### config.mk
export PLATFORM = sky130hd
export DESIGN_NAME = lcd_fill_rect
export DESIGN_NICKNAME = d
export VERILOG_FILES = /design/src/rtl/lcd_pkg.sv /design/src/rtl/lcd_set_window.sv /design/src/rtl/lcd_fill_rect.sv
export SDC_FILE = /design/constraint.sdc
export NUM_CORES = 1
export LEC_CHECK = 0
export BUFFER_PORTS_ARGS = -buffer_cell sky130_fd_sc_hd__buf_2
export CAP_MARGIN = 20
export CORE_ASPECT_RATIO = 1.2
export CORE_MARGIN = 3
export CORE_UTILIZATION = 58
export CTS_BUF_LIST = sky130_fd_sc_hd__clkbuf_4
export CTS_CLUSTER_DIAMETER = 40
export CTS_CLUSTER_SIZE = 40
export DETAILED_ROUTE_END_ITERATION = 8
export GPL_ROUTABILITY_DRIVEN = 0
export PLACE_DENSITY = 0.88
export SLEW_MARGIN = 25
export SYNTH_ARGS = -nofsm -noshare
export SYNTH_HDL_FRONTEND = slang
export SYNTH_HIERARCHICAL = 1
export SYNTH_SLANG_ARGS = --single-unit
### constraint.sdc
create_clock -name sys_clk -period 7.7 [get_ports sys_clk]
set_input_delay 0.385 -clock sys_clk [delete_from_list [all_inputs] [get_ports sys_clk]]
set_output_delay 0.385 -clock sys_clk [all_outputs]
set_load 0.02 [all_outputs]
### src/rtl/lcd_pkg.sv
// Shared constants, state encoding and helpers for the lcd_draw_* family of
// panel drawing blocks.
package lcd_pkg;

    localparam int unsigned LCD_H_RES = 240;
    localparam int unsigned LCD_V_RES = 320;

    localparam logic [8:0] LCD_CMD_CASET = 9'h02A;
    localparam logic [8:0] LCD_CMD_RASET = 9'h02B;
    localparam logic [8:0] LCD_CMD_RAMWR = 9'h02C;

    localparam int unsigned WIN_WORDS = 11;

    typedef enum logic [1:0] {
        StIdle,
        StSetwin,
        StFill,
        StDone
    } lcd_state_e;

    function automatic logic [8:0] clamp9(input logic [8:0] v, input logic [8:0] lim);
        return (v > lim) ? lim : v;
    endfunction

endpackage

### src/rtl/lcd_set_window.sv
// Address-window sequencer: walks CASET/RASET/RAMWR and their coordinate bytes,
// one word per advance, presenting the current word combinationally.
module lcd_set_window
    import lcd_pkg::*;
#(
    parameter logic [8:0] CMD_CASET = LCD_CMD_CASET,
    parameter logic [8:0] CMD_RASET = LCD_CMD_RASET,
    parameter logic [8:0] CMD_RAMWR = LCD_CMD_RAMWR
) (
    input  logic        sys_clk,
    input  logic        sys_rst_n,
    input  logic        clear,
    input  logic        advance,
    input  logic [15:0] xa,
    input  logic [15:0] xb,
    input  logic [15:0] ya,
    input  logic [15:0] yb,
    output logic [8:0]  word,
    output logic        last
);

    logic [3:0] idx_q, idx_d;

    assign last = (idx_q == 4'(WIN_WORDS - 1));

    always_comb begin
        idx_d = idx_q;
        if (clear) begin
            idx_d = '0;
        end else if (advance && !last) begin
            idx_d = idx_q + 4'd1;
        end
    end

    always_ff @(posedge sys_clk or negedge sys_rst_n) begin
        if (!sys_rst_n) begin
            idx_q <= '0;
        end else begin
            idx_q <= idx_d;
        end
    end

    always_comb begin
        word = '0;
        case (idx_q)
            4'd0:    word = CMD_CASET;
            4'd1:    word = {1'b1, xa[15:8]};
            4'd2:    word = {1'b1, xa[7:0]};
            4'd3:    word = {1'b1, xb[15:8]};
            4'd4:    word = {1'b1, xb[7:0]};
            4'd5:    word = CMD_RASET;
            4'd6:    word = {1'b1, ya[15:8]};
            4'd7:    word = {1'b1, ya[7:0]};
            4'd8:    word = {1'b1, yb[15:8]};
            4'd9:    word = {1'b1, yb[7:0]};
            4'd10:   word = CMD_RAMWR;
            default: word = '0;
        endcase
    end

endmodule

### src/rtl/lcd_fill_rect.sv
// Fills a clamped, sorted rectangle with one RGB565 colour: sets the panel
// address window, then streams two bytes per pixel through the word handshake.
module lcd_fill_rect
    import lcd_pkg::*;
#(
    parameter int unsigned H_RES     = LCD_H_RES,
    parameter int unsigned V_RES     = LCD_V_RES,
    parameter logic [8:0]  CMD_CASET = LCD_CMD_CASET,
    parameter logic [8:0]  CMD_RASET = LCD_CMD_RASET,
    parameter logic [8:0]  CMD_RAMWR = LCD_CMD_RAMWR
) (
    input  logic        sys_clk,
    input  logic        sys_rst_n,
    input  logic        start,
    input  logic        abort,
    input  logic [8:0]  x0,
    input  logic [8:0]  x1,
    input  logic [8:0]  y0,
    input  logic [8:0]  y1,
    input  logic [15:0] color,
    input  logic        wr_done,
    output logic [8:0]  lcd_data,
    output logic        en_write,
    output logic        busy,
    output logic        done
);

    localparam logic [8:0] X_MAX = 9'(H_RES - 1);
    localparam logic [8:0] Y_MAX = 9'(V_RES - 1);

    lcd_state_e  state_q, state_d;
    logic [8:0]  xa_q, xb_q, ya_q, yb_q;
    logic [15:0] color_q;
    logic [17:0] cnt_q, cnt_d;

    logic        latch;
    logic        seq_clear;
    logic        seq_adv;
    logic [8:0]  seq_word;
    logic        seq_last;

    logic [8:0]  x_lo, x_hi, y_lo, y_hi;
    logic [9:0]  width, height;
    logic [19:0] npix;
    logic [20:0] nbytes;
    logic        fill_last;

    assign x_lo = (x0 < x1) ? x0 : x1;
    assign x_hi = (x0 < x1) ? x1 : x0;
    assign y_lo = (y0 < y1) ? y0 : y1;
    assign y_hi = (y0 < y1) ? y1 : y0;

    assign width     = {1'b0, xb_q} - {1'b0, xa_q} + 10'd1;
    assign height    = {1'b0, yb_q} - {1'b0, ya_q} + 10'd1;
    assign npix      = 20'(width) * 20'(height);
    assign nbytes    = {npix, 1'b0};
    assign fill_last = (({3'b000, cnt_q} + 21'd1) == nbytes);

    lcd_set_window #(
        .CMD_CASET (CMD_CASET),
        .CMD_RASET (CMD_RASET),
        .CMD_RAMWR (CMD_RAMWR)
    ) u_set_window (
        .sys_clk   (sys_clk),
        .sys_rst_n (sys_rst_n),
        .clear     (seq_clear),
        .advance   (seq_adv),
        .xa        ({7'd0, xa_q}),
        .xb        ({7'd0, xb_q}),
        .ya        ({7'd0, ya_q}),
        .yb        ({7'd0, yb_q}),
        .word      (seq_word),
        .last      (seq_last)
    );

    // abort is checked before wr_done so it wins when both arrive together
    always_comb begin
        state_d   = state_q;
        cnt_d     = cnt_q;
        latch     = 1'b0;
        seq_clear = 1'b0;
        seq_adv   = 1'b0;
        case (state_q)
            StIdle: begin
                if (start) begin
                    latch     = 1'b1;
                    seq_clear = 1'b1;
                    cnt_d     = '0;
                    state_d   = StSetwin;
                end
            end
            StSetwin: begin
                if (abort) begin
                    state_d = StDone;
                end else if (wr_done) begin
                    if (seq_last) begin
                        cnt_d   = '0;
                        state_d = StFill;
                    end else begin
                        seq_adv = 1'b1;
                    end
                end
            end
            StFill: begin
                if (abort) begin
                    state_d = StDone;
                end else if (wr_done) begin
                    if (fill_last) begin
                        state_d = StDone;
                    end else begin
                        cnt_d = cnt_q + 18'd1;
                    end
                end
            end
            StDone:  state_d = StIdle;
            default: state_d = StIdle;
        endcase
    end

    always_ff @(posedge sys_clk or negedge sys_rst_n) begin
        if (!sys_rst_n) begin
            state_q <= StIdle;
            cnt_q   <= '0;
            xa_q    <= '0;
            xb_q    <= '0;
            ya_q    <= '0;
            yb_q    <= '0;
            color_q <= '0;
        end else begin
            state_q <= state_d;
            cnt_q   <= cnt_d;
            if (latch) begin
                xa_q    <= clamp9(x_lo, X_MAX);
                xb_q    <= clamp9(x_hi, X_MAX);
                ya_q    <= clamp9(y_lo, Y_MAX);
                yb_q    <= clamp9(y_hi, Y_MAX);
                color_q <= color;
            end
        end
    end

    // Even byte index carries the colour high byte, odd the low byte
    always_comb begin
        lcd_data = '0;
        case (state_q)
            StSetwin: lcd_data = seq_word;
            StFill:   lcd_data = cnt_q[0] ? {1'b1, color_q[7:0]} : {1'b1, color_q[15:8]};
            default:  lcd_data = '0;
        endcase
    end

    assign en_write = (state_q == StSetwin) || (state_q == StFill);
    assign busy     = (state_q != StIdle);
    assign done     = (state_q == StDone);

endmodule

; ---- Yosys cells after proc, flatten, opt, wreduce, memory -nomap -nowiden
; Index checks and enable logic that the tools add are counted.
[classes]
eq_ne = 25
n_mux = 35
mul = 1
addsub = 7
reduce_logical = 10
n_lt_le_gt_ge = 6
[ops]
columns = cell, n
row1 = $mux 18, 7
row2 = $pmux 9 s11, 1
row3 = $mux 9, 8
row4 = $pmux 18 s3, 1
row5 = $eq 19x21->1, 1
row6 = $add 10x1->10 const B, 2
row7 = $mul 10x10->20, 1
row8 = $sub 9x9->10, 2
row9 = $add 18x1->19 const B, 1
row10 = $add 18x1->18 const B, 1
row11 = $gt 9x8->1 const B, 2
row12 = $gt 9x9->1 const B, 2
row13 = $lt 9x9->1, 2
row14 = $pmux 9 s2, 1
row15 = $eq 4x3->1 const B, 4
row16 = $mux 2, 7
row17 = $eq 4x4->1 const B, 3
row18 = $ne 2x2->1 const B, 6
row19 = $ne 3x3->1 const B, 3
row20 = $eq 4x2->1 const B, 2
row21 = $mux 4, 2
row22 = $mux 8, 1
row23 = $pmux 2 s4, 1
row24 = $reduce_and 8->1, 1
row25 = 15 further kinds, 22
[totals]
register_bits = 76
inputBits = 57
out_inout_bits = 12
elab_cells = 92

; ---- Logic depth before layout (Yosys ltp)
; Gate-level depths: netlist of the first run.
[depth]
ltp_word = 8
ltp_mapped = 35
depth_no_buf = 32

; ---- By module
; Netlist of the first run, hierarchy kept.
[by_module_without_submodules]
columns = module, n_inst, cells_each, area_per_inst_um2, seq_area_each_um2
row1 = lcd_fill_rect, 1, 1081, 9173.8, 1801.7
row2 = lcd_set_window, 1, 136, 957.2, 100.1

; ---- Worst setup path after synthesis of the first run
; No wires, ideal clock.
[synth_timing]
path_kind = register -> register
start = register ya_q[1]
end = register cnt_q[12]
period_less_slack_ns = 7.636
setup_slack_ns = 0.064
stages_incl_launch_ff = 33
path_buffers = 2
t_required_ns = 7.578
arrival_time_ns = 7.515
setup_ns = 0.122
path_cell_list = dfrtp_1 ha_1 inv_1 ha_1 inv_1 fa_1 inv_1 a21oi_1 o21bai_1 a21oi_1 o21bai_1 a21o_1 a21o_1 xnor2_1 nand2_1 fa_1 fa_1 fa_1 fa_1 inv_1 fa_1 ha_1 a21o_1 a221o_1 o21ai_1 o311ai_1 a221oi_1 xor2_1 nor4b_4 buf_6 buf_6 mux2i_1 nand2_1
[synth_via]
elab_chain_cells = 6
[synth_lines]
columns = element, line
row1 = from (decl), lcd_fill_rect.sv:32  ; logic [8:0] xa_q, xb_q, ya_q, yb_q;
row2 = from (signal assigned), lcd_fill_rect.sv:135  ; ya_q <= clamp9(y_lo, Y_MAX);
row3 = $sub 9x9->10, lcd_fill_rect.sv:54  ; assign height = {1'b0, yb_q} - {1'b0, ya_q} + 10'd1;
row4 = $add 10x1->10, lcd_fill_rect.sv:54
row5 = $mul 10x10->20, lcd_fill_rect.sv:55  ; assign npix = 20'(width) * 20'(height);
row6 = $eq 19x21->1, lcd_fill_rect.sv:57  ; assign fill_last = (({3'b000, cnt_q} + 21'd1) == nbytes);
row7 = $ne 2x2->1 (no line), n/a
row8 = $reduce_and 8->1 (no line), n/a
row9 = to (signal assigned), lcd_fill_rect.sv:131  ; cnt_q <= cnt_d;
row10 = to (decl), lcd_fill_rect.sv:34  ; logic [17:0] cnt_q, cnt_d;
; Every way passes these cells.
; A chain may end at the register's enable or synchronous reset.

; ---- Final worst setup path of the first run
[layout_timing]
start = register yb_q[1]
end = register state_q[1]
[layout_via]
elab_chain_cells = 6
[layout_lines]
columns = element, line
row1 = from (decl), lcd_fill_rect.sv:32
row2 = from (signal assigned), lcd_fill_rect.sv:136  ; yb_q <= clamp9(y_hi, Y_MAX);
row3 = $sub 9x9->10, lcd_fill_rect.sv:54
row4 = $add 10x1->10, lcd_fill_rect.sv:54
row5 = $mul 10x10->20, lcd_fill_rect.sv:55
row6 = $eq 19x21->1, lcd_fill_rect.sv:57
row7 = $ne 3x3->1 (no line), n/a
row8 = $reduce_and 5->1 (no line), n/a
row9 = to (signal assigned), lcd_fill_rect.sv:122  ; state_q <= StIdle;
row10 = to (signal assigned), lcd_fill_rect.sv:130  ; state_q <= state_d;
row11 = to (decl), lcd_fill_rect.sv:31  ; lcd_state_e state_q, state_d;
; Every way passes these cells.

==> results of run 1 <==
==> sequential cells by signal (all words and copies together) (netlist names) <==
name / flops
color_q: 16
u_set_window/idx_q: 4
state_q: 2
yb_q: 9
ya_q: 9
cnt_q: 18
xa_q: 9
xb_q: 9
==> cells in the final DEF, fill, tap and decap left out, types with 6 or more instances in the layout <==
cell type / netlist / layout
a311oi_1: 7 / 6
nand2b_1: 22 / 22
nor2_1: 69 / 68
a21oi_1: 66 / 58
xor2_1: 16 / 15
ha_1: 115 / 106
conb_1: 1 / 28
nor2b_1: 17 / 17
mux2i_1: 14 / 14
dfrtp_1: 76 / 76
buf_2: 16 / 67
o221ai_1: 19 / 13
and2_1: 52 / 52
a31oi_1: 8 / 8
a22oi_1: 10 / 9
inv_1: 137 / 131
nand3b_1: 8 / 8
a221o_1: 13 / 13
o21bai_1: 10 / 10
inv_2: 0 / 6
o21ai_1: 6 / 6
ha_4: 0 / 8
or3_1: 7 / 6
a21o_1: 19 / 19
a21oi_2: 0 / 8
nor4_1: 9 / 9
xnor2_1: 38 / 34
o21ai_0: 40 / 38
a211oi_1: 7 / 6
clkbuf_4: 0 / 9
o211ai_1: 7 / 7
nand4_1: 9 / 9
nand3_1: 39 / 38
fa_1: 64 / 62
buf_4: 3 / 65
nor3_1: 35 / 35
nand2_1: 133 / 133
and3_1: 8 / 8
==> cell usage after synthesis, types with 4 or more instances <==
library cell  instances  area share, %
nand4_1               9           0.56
or3_1                 7           0.43
and3_1                8           0.49
fa_1                 64             13
nor3_1               35            1.7
a311oi_1              7           0.61
nor2b_1              17            1.0
mux2i_1              14            1.4
buf_2                16           0.79
nor4_1                9           0.56
nand3_1              39            1.9
a21o_1               19            1.4
o21a_1                5           0.37
o21ai_1               6           0.30
a31oi_1               8           0.49
xor2_1               16            1.4
nand3b_1              8           0.59
and2_1               52            3.2
xnor2_1              38            3.3
a221oi_1              6           0.52
a211oi_1              7           0.52
or4_1                 6           0.44
nand2_1             133            4.9
a221o_1              13            1.3
o21ai_0              40            2.0
buf_1                 4           0.15
o311a_1               4           0.40
dfrtp_1              76             19
o221ai_1             19            1.6
clkbuf_1             30            1.1
nand2b_1             22            1.4
o211ai_1              7           0.52
ha_1                115             14
a21oi_1              66            3.3
o21bai_1             10           0.74
inv_1               137            5.1
nor2_1               69            2.6
a22oi_1              10           0.74
==> metal layers <==
metal	up-vias	routed length, um
li1	4447	-
met1	4687	10400
met2	452	14300
met3	130	1660
met4	0	1370
met5	-	0
==> worst min-delay path, stage by stage <==
cell and delay [ns]:
buf_2 0.07, nand2_1 0.04, nand2_1 0.05
==> final timing paths <==
check | from | endpoint | slack (ns) | cells after the start
max in group asynchronous | sys_rst_n | yb_q[7]$_DFFE_PN0P_ | 6.37 | 3
max | yb_q[1]$_DFFE_PN0P_ | state_q[1]$_DFFE_PN0P_ | -0.10 | 34
min reg2reg | color_q[11]$_DFFE_PN0P_ | color_q[11]$_DFFE_PN0P_ | 0.50 | 2
min in group asynchronous | sys_rst_n | cnt_q[7]$_DFFE_PN0P_ | 0.25 | 2
max reg2reg | yb_q[1]$_DFFE_PN0P_ | state_q[1]$_DFFE_PN0P_ | -0.10 | 34
min | color[7] | color_q[7]$_DFFE_PN0P_ | 0.08 | 3
==> metrics by stage <==
stage / hold WS [ns] / util, % / std cells
CTS: 0.0676 / 67.2 / 1553
global route: 0.0691 / 68.9 / 1563
detailed placement: 0.217 / 64.8 / 1525
finish: 0.0807 / 68.9 / 1563
floorplan: 0.0894 / - / 1244
global placement: 0.217 / 64.8 / 1525
==> timing repair <==
item	in CTS	in global routing
hold endpoints to repair	8	0
pin swaps	23	42
resized for setup	18	45
hold buffers	1	0
setup endpoints to repair	17	20
setup buffers	10	9
cloned	2	1
==> cell type report <==
class                   count  area (sq um)
diodes                      1          2.50
clock buffers               9          67.6
clock inverters             7          75.1
fillers                  1267          5280
inverters                 138           518
multi-input cells         974          7880
flip-flops and latches     76          1900
well taps                 216           270
repair buffers            142           982
==> cell families (layout without fill, tap and decap cells) <==
group                    after synthesis  count (layout)  synth area share, %
buffers and inverters                194             296                 7.72
other                                  1              29               0.0370
AO/OA/AOI/OAI                        260             260                 17.9
flip-flops                            76              76                 18.8
AND/OR/NAND/NOR                      431             431                 21.5
adder cells (fa/ha/maj)              179             179                 26.8
multiplexers                          20              20                 2.09
XOR/XNOR                              56              56                 5.11
==> flow_summary.rst, run 1 <==
.. list-table::
   :header-rows: 1

   * - Metric
     - Value
   * - Outcome
     - complete, but fails checks
   * - Failing checks
     - design-rule violations, negative setup slack
   * - Yosys warnings
     - 6
   * - Global-route wire length before repair
     - between 40000 and 50000 um
   * - Global router's overall resource usage
     - 28.0%
   * - Achievable Freq
     - approximately 130 MHz
   * - Net count of the finished layout
     - about 1.6k
   * - Type of the worst min-delay path
     - in2reg
   * - Placement row count
     - 52
   * - Routed WL
     - around 28000 um
   * - Share of final-layout standard cells stronger than drive strength 1
     - between 10% and 20%
   * - CP delay by family, top
     - adder cells
   * - Crit Path Category
     - reg2reg
   * - Tmin final
     - 7.80 ns
   * - Met3 Track Usage GR
     - 3.42%
   * - Clock input transition at the sequential cells of the worst setup and hold paths
     - 0.15 ns
   * - Setup ws final
     - -0.101 ns
   * - Count of H-tree levels built during CTS
     - 3
   * - Post-synthesis async set-or-reset flop share
     - between 90% and 100%
   * - Synth-to-layout area growth
     - 15.5%
   * - Fraction of the cycle the final worst path needs
     - 101%
   * - Number of clock sinks seen by CTS
     - 76
   * - Synth Area per Inst
     - ~8.3 sq um
   * - Number of detailed-route iterations in the first pass
     - 7
   * - Post-synthesis cell count
     - roughly 1.2k
   * - Wire length per cell
     - roughly 18 um
   * - Placed wire-length estimate after detailed placement
     - roughly 20000 um
   * - Startpoint Class
     - register
   * - Chip Height
     - between 150 and 200 um
   * - Total placed instance area
     - roughly 11000 sq um
   * - WP buf/inv
     - 8
   * - First DRT Iteration DRCs
     - just over 800
   * - Mapped cell area
     - a little over 10000 sq um
   * - Pre-CTS setup slack
     - -0.126 ns
   * - MaxCap Viol Count
     - 0
   * - Number of buffers between clock root and the deepest sink
     - 2
   * - Post-Layout Inst Area
     - around 12000 sq um
   * - Clock tree root buffer cell
     - clkbuf_4
   * - Global route hottest layer
     - met2
   * - Critical Path End Type
     - register
   * - Worst-Skew Late Latency
     - around 0.47 ns
   * - Number of enable flip-flop cells after synthesis
     - 0
   * - DRC viols
     - 2
   * - Initial cell density of the core
     - ~60%
   * - Vias after detailed routing
     - just under 10k
   * - Number of port buffers
     - 68
   * - Most used flip-flop cell after synthesis
     - dfrtp_1
   * - Global route overflow
     - 0
   * - Final-report max-slew violation count
     - 0
   * - Detailed-route vias per instance
     - 6.22
   * - GRT met1 Usage
     - 33.3%
   * - Worst clock skew on the final layout
     - 0.0168 ns
   * - Core region area
     - 17000 sq um
   * - Post-route ant nets
     - 0
   * - Actual slew at the worst max-slew pin
     - between 1 and 1.5 ns
   * - Endpoint required time on the critical path
     - between 8 and 9 ns
   * - Worst endpoint data arrival time
     - 8.17 ns
   * - Slew HR
     - between 10% and 20%
   * - Met2 layer usage reported by global route
     - 50.4%
   * - Final Setup Violations
     - 9
   * - Max stage delay on crit path
     - a little under 0.6 ns
   * - Final TNS setup
     - -0.308 ns
   * - Largest driver fanout on the critical path
     - 3
   * - Final hold vios
     - 0
   * - Die Footprint
     - about 19000 sq um
   * - Max stage delay cell, worst path
     - fa_1
   * - Count of different cell masters after synthesis
     - 78
   * - Unrepaired setup endpoints after global routing
     - yes
   * - Die W
     - about 130 um
   * - Sequential area share after synthesis
     - 18.8%
   * - CTS tree
     - built
   * - Number of buffers created by CTS
     - 9
   * - Antenna violations before repair
     - 1
   * - Number of I/O pins
     - about 70
   * - Via count of the first global-routing pass
     - between 9k and 10k
   * - Number of storage elements in the synthesis netlist
     - 76
   * - Pin count of the biggest net entering global routing
     - slightly below 70
Power of run 1 is left out: the tool's default activity adds up to more than one toggle a clock period on the data nets, which glitch-free logic cannot reach.
==> run 2, diff against run 1 <==
==> constraint.sdc (replaced) <==
create_clock -name sys_clk -period 7.1 [get_ports sys_clk]
set_input_delay 0.355 -clock sys_clk [delete_from_list [all_inputs] [get_ports sys_clk]]
set_output_delay 0.355 -clock sys_clk [all_outputs]
set_load 0.02 [all_outputs]
==> run 2 against run 1 <==
The run ends with negative setup slack left; non-clock buffer count is 74 higher; sequential share of layout area decreased by 0.86 points; critical endpoint is now cnt_q[15]$_DFFE_PN0P_; core utilization is 3.8 points higher; via count increased by 7.0%; final cell count up 4.7%; clock-buffer cell count unchanged.
==> flow_summary.rst, run 2 (synthesis results as in run 1) <==
.. list-table::
   :header-rows: 1

   * - Metric
     - Value
   * - Number of clock sinks seen by CTS
     - 76 (unchanged)
   * - Wire length per cell
     - 19.1 um (was 17.7 um)
   * - Failing checks
     - negative setup slack (was design-rule violations, negative setup slack)
   * - Post-route ant nets
     - 0 (unchanged)
   * - Crit Path Category
     - reg2reg (unchanged)
   * - Actual slew at the worst max-slew pin
     - 1.14 ns (was 1.24 ns)
   * - Most frequent cells in the layout
     - buf_4, inv_1, nand2_1 (was nand2_1, inv_1, ha_1)
   * - CTS tree
     - built (unchanged)
   * - Number of cells on the critical path
     - 31 (was 34)
   * - Initial cell density of the core
     - 59.7% (unchanged)
   * - Fraction of the cycle the final worst path needs
     - 112% (was 101%)
   * - Startpoint Class
     - register (unchanged)
   * - Share of final-layout standard cells stronger than drive strength 1
     - 21.1% (was 16.6%)
   * - Unrepaired setup endpoints after global routing
     - yes (unchanged)
   * - Pin count of the biggest net entering global routing
     - 77 (was 69)
   * - Outcome
     - complete, but fails checks (unchanged)
   * - Worst-Skew Late Latency
     - 0.49 ns (was 0.47 ns)
   * - Worst hold stages
     - 3 (unchanged)
   * - Post-Layout Inst Area
     - 12300 sq um (was 11700 sq um)
   * - DRC viols
     - 0 (was 2)
   * - Placed wire-length estimate after detailed placement
     - 21300 um (was 20100 um)
   * - Type of the worst min-delay path
     - in2reg (unchanged)
   * - Tmin final
     - 7.95 ns (was 7.80 ns)
   * - Die Footprint
     - 19100 sq um (unchanged)
   * - Most frequent standard cell in the layout excluding fill and tap cells
     - buf_4 (was nand2_1)
   * - Worst endpoint data arrival time
     - 8.33 ns (was 8.17 ns)
   * - Antenna violations before repair
     - 1 (unchanged)
   * - Clock tree root buffer cell
     - clkbuf_4 (unchanged)
   * - Largest driver fanout on the critical path
     - 6 (was 3)
   * - Fill cell total of the finished layout
     - 1127 (was 1267)
   * - Slew HR
     - 23.9% (was 17.6%)
   * - CP delay by family, top
     - adder cells (unchanged)
   * - Achievable Freq
     - 126 MHz (was 128 MHz)
   * - First DRT Iteration DRCs
     - 1064 (was 807)
   * - Global router's overall resource usage
     - 30.2% (was 28.0%)
   * - Detailed-route vias per instance
     - 6.35 (was 6.22)
   * - Clock input transition at the sequential cells of the worst setup and hold paths
     - 0.14 ns (was 0.15 ns)
   * - MaxCap Viol Count
     - 0 (unchanged)
   * - Number of buffers created by CTS
     - 9 (unchanged)
   * - Register cell area after layout
     - 1900 sq um (unchanged)
   * - Vias after detailed routing
     - 10.4k (was 9716)
   * - Number of detailed-route iterations in the first pass
     - 8 (was 7)
   * - Final-report max-slew violation count
     - 0 (unchanged)
   * - Max stage delay on crit path
     - 0.57 ns (was 0.59 ns)
   * - Placement row count
     - 52 (unchanged)
   * - Number of port buffers
     - 68 (unchanged)
   * - Setup ws final
     - -0.847 ns (was -0.101 ns)
   * - Synth-to-layout area growth
     - 21.9% (was 15.5%)
   * - Max stage delay cell, worst path
     - fa_1 (unchanged)
   * - Chip Height
     - 151 um (unchanged)
   * - Total placed instance area
     - 11600 sq um (was 11000 sq um)
   * - Final hold vios
     - 0 (unchanged)
   * - Global route overflow
     - 0 (unchanged)
   * - Final Setup Violations
     - 20 (was 9)
   * - Number of I/O pins
     - 69 (unchanged)
   * - Number of buffers between clock root and the deepest sink
     - 2 (unchanged)
   * - Global-route wire length before repair
     - 47300 um (was 43800 um)
   * - Via count of the first global-routing pass
     - 10.2k (was 9422)
   * - Top Registers
     - cnt_q x18, color_q x16 (unchanged)
   * - WP buf/inv
     - 8 (unchanged)
   * - Count of H-tree levels built during CTS
     - 3 (unchanged)
   * - Worst clock skew on the final layout
     - 0.0357 ns (was 0.0168 ns)
   * - Net count of the finished layout
     - 1651 (was 1577)
   * - Die W
     - 127 um (unchanged)
   * - Number of flip-flops in the largest register
     - 18 (unchanged)
   * - Most common cell on crit path
     - fa_1
   * - Largest register by flop count
     - cnt_q (unchanged)
   * - Routed WL
     - 31300 um (was 27700 um)
   * - Worst Reg-to-Reg Cells
     - 31 (was 34)
   * - Critical Path End Type
     - register (unchanged)
   * - Area taken by multi-input logic gates
     - 7940 sq um (was 7880 sq um)
   * - Core region area
     - 17000 sq um (unchanged)
   * - Endpoint required time on the critical path
     - 7.48 ns (was 8.07 ns)
## run 2: area by class of cell
type | count | area share [%]
Antenna cell | 1 | 0.0203
Clock buffer | 9 | 0.547
Clock inverter | 7 | 0.598
Inverter | 138 | 4.22
Multi-Input combinational cell | 974 | 64.3
Sequential cell | 76 | 15.4
Tap cell | 216 | 2.19
Timing Repair Buffer | 216 | 12.7
## run 2: per-stage QoR
stage | instances | utilization, % | setup slack, ns | hold slack, ns | TNS [ns]
after floorplan | 1244 | - | -0.336 | 0.0594 | -4.71
after global placement | 1598 | 68.5 | -0.398 | 0.457 | -5.75
after detailed placement | 1598 | 68.5 | -0.683 | 0.464 | -11.41
after CTS | 1623 | 70.7 | -0.530 | 0.0237 | -9.56
after global routing | 1637 | 72.7 | -1.17 | 0.0487 | -21.76
final | 1637 | 72.7 | -0.847 | 0.0526 | -15.16
## run 2: routing by layer
layer | GRT usage [%] | vias to the layer above | wire [um]
li1 | - | 4597 | -
met1 | 34.5 | 4926 | 10900
met2 | 54.1 | 652 | 15700
met4 | 17.8 | 0 | 2490
met3 | 3.77 | 219 | 2300
met5 | 0 | - | 0
## run 2: tightest hold or removal path: stages
cell	delay, ns
buf_2	0.07
nand2_1	0.04
nand2_1	0.04
## run 2: what timing repair did
action	CTS	global route
buffers inserted	8	12
gates resized for setup	30	37
endpoints found under the hold margin	0	76
pin swaps	38	47
hold buffers	0	1
gates cloned	2	1
endpoints found under the setup margin	20	20
## run 2: worst paths after layout
kind                                        start                 endpoint  slack [ns]
hold reg to reg            color_q[9]$_DFFE_PN0P_   color_q[9]$_DFFE_PN0P_        0.49
setup / recovery              ya_q[2]$_DFFE_PN0P_    cnt_q[15]$_DFFE_PN0P_       -0.85
max in group asynchronous               sys_rst_n      ya_q[2]$_DFFE_PN0P_        6.14
setup reg to reg              ya_q[2]$_DFFE_PN0P_    cnt_q[15]$_DFFE_PN0P_       -0.85
hold / removal                          color[11]  color_q[11]$_DFFE_PN0P_        0.05
min in group asynchronous               sys_rst_n     cnt_q[7]$_DFFE_PN0P_        0.42
Power of run 2 is left out for the same reason.
